$ cat src/rtl/pipe_hazard_unit_if.sv
// D-stage to hazard-unit bundle: decoder register fields and Tuse/Tnew codes in,
// stall / forward selects / multiply-divide busy back out.
interface pipe_hazard_unit_if #(
    parameter int REG_AW = 5,
    parameter int T_W    = 2
);
    logic              d_valid;
    logic [REG_AW-1:0] d_rs;
    logic [REG_AW-1:0] d_rt;
    logic [T_W-1:0]    d_tuse_rs;
    logic [T_W-1:0]    d_tuse_rt;
    logic              d_wr_en;
    logic [REG_AW-1:0] d_wr_addr;
    logic [T_W-1:0]    d_tnew;
    logic              d_md_start;
    logic              d_md_div;
    logic              d_md_use;
    logic              e_flush;
    logic              stall;
    logic [2:0]        fwd_rs_sel;
    logic [2:0]        fwd_rt_sel;
    logic              md_busy;

    modport master (
        output d_valid, d_rs, d_rt, d_tuse_rs, d_tuse_rt, d_wr_en, d_wr_addr, d_tnew,
               d_md_start, d_md_div, d_md_use, e_flush,
        input  stall, fwd_rs_sel, fwd_rt_sel, md_busy
    );

    modport slave (
        input  d_valid, d_rs, d_rt, d_tuse_rs, d_tuse_rt, d_wr_en, d_wr_addr, d_tnew,
               d_md_start, d_md_div, d_md_use, e_flush,
        output stall, fwd_rs_sel, fwd_rt_sel, md_busy
    );
endinterface

$ cat src/rtl/pipe_hazard_unit.sv
// Hazard/forwarding controller: scoreboard of in-flight GRF writers (E..W) driving stall and
// forward selects. Define HZD_MD_EN to add the multiply/divide busy counter and its stall.
module pipe_hazard_unit #(
    parameter int REG_AW   = 5,
    parameter int T_W      = 2,
    parameter int N_STG    = 3,
    parameter int MULT_CYC = 5,
    parameter int DIV_CYC  = 10
) (
    input  logic              clk,
    input  logic              reset_n,
    pipe_hazard_unit_if.slave hz
);
    logic [N_STG:1]    v_reg;
    logic [REG_AW-1:0] addr_reg [1:N_STG];
    logic [T_W-1:0]    tnew_reg [1:N_STG];

    logic [N_STG:1]    rs_match;
    logic [N_STG:1]    rt_match;
    logic              rs_hit, rt_hit;
    logic [2:0]        rs_k, rt_k;
    logic [T_W-1:0]    rs_tnew, rt_tnew;
    logic              stall_rs, stall_rt, stall_md;
    logic              load_ok;

    assign load_ok = !hz.stall && !hz.e_flush;

    // Entry 1 takes the D instruction or a bubble; older entries shift with saturating Tnew.
    always_ff @(posedge clk or negedge reset_n) begin
        if (!reset_n) begin
            for (int k = 1; k <= N_STG; k++) begin
                v_reg[k]    <= 1'b0;
                addr_reg[k] <= '0;
                tnew_reg[k] <= '0;
            end
        end else begin
            for (int k = N_STG; k >= 2; k--) begin
                v_reg[k]    <= v_reg[k-1];
                addr_reg[k] <= addr_reg[k-1];
                tnew_reg[k] <= (tnew_reg[k-1] == '0) ? '0 : tnew_reg[k-1] - T_W'(1);
            end
            v_reg[1]    <= load_ok && hz.d_valid && hz.d_wr_en && (hz.d_wr_addr != '0);
            addr_reg[1] <= load_ok ? hz.d_wr_addr : '0;
            tnew_reg[1] <= load_ok ? hz.d_tnew : '0;
        end
    end

    generate
        for (genvar gi = 1; gi <= N_STG; gi++) begin : g_match
            assign rs_match[gi] = v_reg[gi] && (addr_reg[gi] == hz.d_rs) && (hz.d_rs != '0);
            assign rt_match[gi] = v_reg[gi] && (addr_reg[gi] == hz.d_rt) && (hz.d_rt != '0);
        end
    endgenerate

    // Scan oldest to youngest so the youngest matching writer overrides.
    always_comb begin
        rs_hit  = 1'b0;
        rs_k    = 3'd0;
        rs_tnew = '0;
        rt_hit  = 1'b0;
        rt_k    = 3'd0;
        rt_tnew = '0;
        for (int k = N_STG; k >= 1; k--) begin
            if (rs_match[k]) begin
                rs_hit  = 1'b1;
                rs_k    = 3'(k);
                rs_tnew = tnew_reg[k];
            end
            if (rt_match[k]) begin
                rt_hit  = 1'b1;
                rt_k    = 3'(k);
                rt_tnew = tnew_reg[k];
            end
        end
    end

    assign stall_rs      = hz.d_valid && rs_hit && (rs_tnew > hz.d_tuse_rs);
    assign stall_rt      = hz.d_valid && rt_hit && (rt_tnew > hz.d_tuse_rt);
    assign hz.stall      = stall_rs || stall_rt || stall_md;
    assign hz.fwd_rs_sel = (rs_hit && !stall_rs && (rs_tnew == '0)) ? rs_k : 3'd0;
    assign hz.fwd_rt_sel = (rt_hit && !stall_rt && (rt_tnew == '0)) ? rt_k : 3'd0;

`ifdef HZD_MD_EN
    logic [4:0] md_cnt_reg;

    always_ff @(posedge clk or negedge reset_n) begin
        if (!reset_n) begin
            md_cnt_reg <= 5'd0;
        end else if (hz.d_valid && hz.d_md_start && load_ok) begin
            md_cnt_reg <= hz.d_md_div ? 5'(DIV_CYC) : 5'(MULT_CYC);
        end else if (md_cnt_reg != 5'd0) begin
            md_cnt_reg <= md_cnt_reg - 5'd1;
        end
    end

    assign hz.md_busy = (md_cnt_reg != 5'd0);
    assign stall_md   = hz.d_valid && hz.d_md_use && hz.md_busy;
`else
    logic md_unused;
    assign md_unused  = ^{hz.d_md_start, hz.d_md_div, hz.d_md_use};
    assign hz.md_busy = 1'b0;
    assign stall_md   = 1'b0;
`endif
endmodule

$ cat src/flat_wrapper.sv
// flat-port wrapper written by rule: the top's interface ports become plain ports
module pipe_hazard_unit_flat 
#(
    parameter int REG_AW   = 5,
    parameter int T_W      = 2,
    parameter int N_STG    = 3,
    parameter int MULT_CYC = 5,
    parameter int DIV_CYC  = 10
)
  (clk, reset_n, hz_d_valid, hz_d_rs, hz_d_rt, hz_d_tuse_rs, hz_d_tuse_rt, hz_d_wr_en, hz_d_wr_addr, hz_d_tnew, hz_d_md_start, hz_d_md_div, hz_d_md_use, hz_e_flush, hz_stall, hz_fwd_rs_sel, hz_fwd_rt_sel, hz_md_busy);
  pipe_hazard_unit_if #(.REG_AW(REG_AW), .T_W(T_W)) hz_i ();
  input  logic clk;
  input  logic reset_n;
  input wire logic [$bits(hz_i.d_valid)-1:0] hz_d_valid;
  input wire logic [$bits(hz_i.d_rs)-1:0] hz_d_rs;
  input wire logic [$bits(hz_i.d_rt)-1:0] hz_d_rt;
  input wire logic [$bits(hz_i.d_tuse_rs)-1:0] hz_d_tuse_rs;
  input wire logic [$bits(hz_i.d_tuse_rt)-1:0] hz_d_tuse_rt;
  input wire logic [$bits(hz_i.d_wr_en)-1:0] hz_d_wr_en;
  input wire logic [$bits(hz_i.d_wr_addr)-1:0] hz_d_wr_addr;
  input wire logic [$bits(hz_i.d_tnew)-1:0] hz_d_tnew;
  input wire logic [$bits(hz_i.d_md_start)-1:0] hz_d_md_start;
  input wire logic [$bits(hz_i.d_md_div)-1:0] hz_d_md_div;
  input wire logic [$bits(hz_i.d_md_use)-1:0] hz_d_md_use;
  input wire logic [$bits(hz_i.e_flush)-1:0] hz_e_flush;
  output wire logic [$bits(hz_i.stall)-1:0] hz_stall;
  output wire logic [$bits(hz_i.fwd_rs_sel)-1:0] hz_fwd_rs_sel;
  output wire logic [$bits(hz_i.fwd_rt_sel)-1:0] hz_fwd_rt_sel;
  output wire logic [$bits(hz_i.md_busy)-1:0] hz_md_busy;
  assign hz_i.d_valid = hz_d_valid;
  assign hz_i.d_rs = hz_d_rs;
  assign hz_i.d_rt = hz_d_rt;
  assign hz_i.d_tuse_rs = hz_d_tuse_rs;
  assign hz_i.d_tuse_rt = hz_d_tuse_rt;
  assign hz_i.d_wr_en = hz_d_wr_en;
  assign hz_i.d_wr_addr = hz_d_wr_addr;
  assign hz_i.d_tnew = hz_d_tnew;
  assign hz_i.d_md_start = hz_d_md_start;
  assign hz_i.d_md_div = hz_d_md_div;
  assign hz_i.d_md_use = hz_d_md_use;
  assign hz_i.e_flush = hz_e_flush;
  assign hz_stall = hz_i.stall;
  assign hz_fwd_rs_sel = hz_i.fwd_rs_sel;
  assign hz_fwd_rt_sel = hz_i.fwd_rt_sel;
  assign hz_md_busy = hz_i.md_busy;
  pipe_hazard_unit #(.REG_AW(REG_AW), .T_W(T_W), .N_STG(N_STG), .MULT_CYC(MULT_CYC), .DIV_CYC(DIV_CYC)) u_core (.clk(clk), .reset_n(reset_n), .hz(hz_i));
endmodule
$ cat config.mk
export PLATFORM = sky130hd
export DESIGN_NAME = pipe_hazard_unit_flat
export DESIGN_NICKNAME = d
export VERILOG_FILES = /design/src/rtl/pipe_hazard_unit_if.sv /design/src/rtl/pipe_hazard_unit.sv /design/src/flat_wrapper.sv
export SDC_FILE = /design/constraint.sdc
export NUM_CORES = 1
export LEC_CHECK = 0
export CAP_MARGIN = 20
export CORE_UTILIZATION = 35
export CTS_BUF_LIST = sky130_fd_sc_hd__clkbuf_8
export DETAILED_ROUTE_END_ITERATION = 7
export PLACE_DENSITY_LB_ADDON = 0.12
export SETUP_SLACK_MARGIN = 0.4
export SLEW_MARGIN = 40
export SYNTH_ARGS = -nofsm -noshare
export SYNTH_HDL_FRONTEND = slang
export SYNTH_SLANG_ARGS = --single-unit
$ cat constraint.sdc
create_clock -name clk -period 3.1 [get_ports clk]
set_clock_uncertainty 0.05 [all_clocks]
set_input_delay 0.62 -clock clk [delete_from_list [all_inputs] [get_ports clk]]
set_output_delay 0.62 -clock clk [all_outputs]
set_load 0.01 [all_outputs]
==> impl_metrics.ini, run 1 <==
[outcome]
status = complete, but fails checks
failed_checks = setup timing

[drt]
viasPerCell = 4.84
dr.pass1.iters = 4
dr_total_vias = 1326
ant_nets = 0
wl_per_cell_um = 14.1
drt_iter0_drc = 31
drt_wl_total_mm = 3.86
drcViolationCount = 0

[synthesis]
ys_types = 32
yosysSeqAreaShare_pct = 40.3
synth_area_per_cell_sq_um = 10.2
async_flop_share_pct = 100
syn_area_sq_um = 1490
yosys_warnings = 0
synth-seq-cells = 24
synthCells = 146
synth-edff-count = 0
synth_flop_cell = dfrtp_1

[worst_hold_path]
whs_endpoint = u_core.v_reg[2]
hold_depth = 0
hold_path.class = register to register
holdCritStartpoint = u_core.v_reg[1]

[grt]
use_met1_pct = 23.3
grt_max_degree = 25
grt_pass1_vias = 1375
antenna_found_initial = 0
met2_usage_pct = 32.6
gr-total-overflow = 0
grt_pass1_wl_mm = 6.27
grt_usage_pct = 18.9
top_usage_layer = met2
grt_use_met3_pct = 2.36

[layout]
fill_cells = 333
drive_above_1_share_pct = 48.7
diodes = 0
largest_reg_flops = 15
seqCellArea_sq_um = 601
syn_to_final_growth_pct = 62.6
mostFrequentLayoutCell = buf_4
multi_input_area_sq_um = 1030
final_cell_mix = buf_4 (38), xnor2_1 (26), dfrtp_1 (24)
nets = 258

[worst_setup_path]
rr_worst_depth = 15
end_kind = primary output
rr_startpoint = u_core.addr_reg[10]
crit_path_max_fanout = 4
start_kind = primary input
arrival_ns = 2.90
r2r-end = u_core.addr_reg[10]
rrSetupSlack_ns = 0.24
crit_type = primary input to primary output
crit_required_ns = 2.43

[die]
start_util_pct = 37.0
die_y_um = 67.2
coreArea_sq_um = 4030
io_pins = 37
die-area_sq_um = 4520
die_x_um = 67.2
rows = 23

[clock_network]
clk_pin_slew_worst_paths_ns = 0.08
clockBufferDepth = 2
cts-htree-levels = 1
cts_tree = built
cts_hold_buf = 0
clk_latency_ns = 0.26
numCtsBuffers = 3
numClockSinks = 24
cts_root_buf = clkbuf_8

[sta]
finalHoldViolCount = 0
rsz0062_at_grt = true
fin_ws_ns = -0.474
fin_hold_ws_ns = 0.365
finalCritPeriodShare_pct = 115
fmax_ghz = 0.280
period_needed_ns = 3.57
setup_viol = 5
drv_slew = 0

[placed_design]
portBuffers = 30
finalWeightedCongestion = 0.891
dp_hpwl_mm = 2.91

[power]
p_per_area_nw_per_um2 = 301
finalPower_uw = 728
p_leak_nw = 1.04
ir_drop_mv = 0.241

[flow_run]
drv_cap = 0
[metal layers]
| metal | routed length, um | part of all wire, % |
|---|---|---|
| met4 | 55 | 1.4 |
| met5 | 0 | 0 |
| met2 | 1960 | 51 |
| met1 | 1730 | 45 |
| met3 | 108 | 2.8 |
[cell type report]
type	instances	area share [%]
clock buffers	4	2.27
inverters	7	1.09
flip-flops and latches	24	24.8
repair buffers	77	26.9
multi-input cells	112	42.4
well taps	50	2.58
[metrics by stage]
stage               cell area (sq um)  utilization [%]  worst slack [ns]  instances  setup TNS [ns]
floorplan                        1550                -            -0.224        148           -1.23
finish                           2420             60.1            -0.474        274           -2.08
detailed placement               2120             52.6             -1.17        255           -9.85
global placement                 2120             52.6             -1.14        255           -9.33
global route                     2420             60.1            -0.624        274           -3.21
CTS                              2280             56.6            -0.516        270           -2.46
[worst max-delay path, cell delays in order]
cell and delay (ns):
buf_6 0.09, or4_4 0.57, nor2_8 0.14, nor3_4 0.07, nand4b_1 0.19, a21oi_2 0.19, inv_1 0.06, ha_1 0.26
nand2_1 0.04, nand2_1 0.07, nor2_2 0.06, buf_6 0.12, nor2_4 0.07, o21ai_2 0.06, nor3_2 0.15, buf_2 0.15
[Yosys cell counts (2+ instances only)]
cell type	number	area share [%]
nor4_1	8	3.4
and2_1	9	3.8
nor2b_1	2	0.84
xnor2_1	29	17
a21oi_1	11	3.7
or4_4	2	1.5
inv_1	7	1.8
nand4_1	5	2.1
nand2_1	9	2.3
nor2_1	5	1.3
nand4b_1	4	2.4
dfrtp_1	24	40
nor3_2	3	2.0
ha_1	4	3.4
buf_4	4	2.0
nor3_1	4	1.3
[worst max-delay path by stage]
stage	start	endpoint	slack, ns	cells past startpoint
CTS	hz_d_rs[4]	hz_fwd_rs_sel[0]	-0.52	13
global placement	hz_d_rs[4]	hz_stall	-1.14	14
floorplan	hz_d_rs[4]	hz_fwd_rs_sel[0]	-0.22	9
finish	hz_d_rt[3]	hz_fwd_rt_sel[1]	-0.47	16
global route	hz_d_rt[3]	hz_fwd_rt_sel[1]	-0.62	16
detailed placement	hz_d_rs[4]	hz_stall	-1.17	14
[power by group]
group / switching (mW) / internal [mW]
sequential: 0.0175 / 0.327
combinational: 0.0710 / 0.0997
clock: 0.0989 / 0.113
[cells by family after synthesis]
family / synth area share [%]
xor gates and xnor gates: 17.6
adders and majority gates: 3.36
buffers and inverters: 4.03
DFF: 40.3
and+or+nand+nor: 26.0
other: 0.252
AOI/OAI and AO/OA: 8.40
[repair_timing]
item	in CTS	in global routing
gates resized for setup	71	28
pin swaps	30	24
setup endpoints to repair	13	13
buffers inserted	11	4
Power figures use the tool's default switching activity.
==> run 2, diff against run 1 <==
CAP_MARGIN = 10   (was 20)
==> results of run 2 <==
The final DEF is identical to that of run 1; final timing and power are the same.
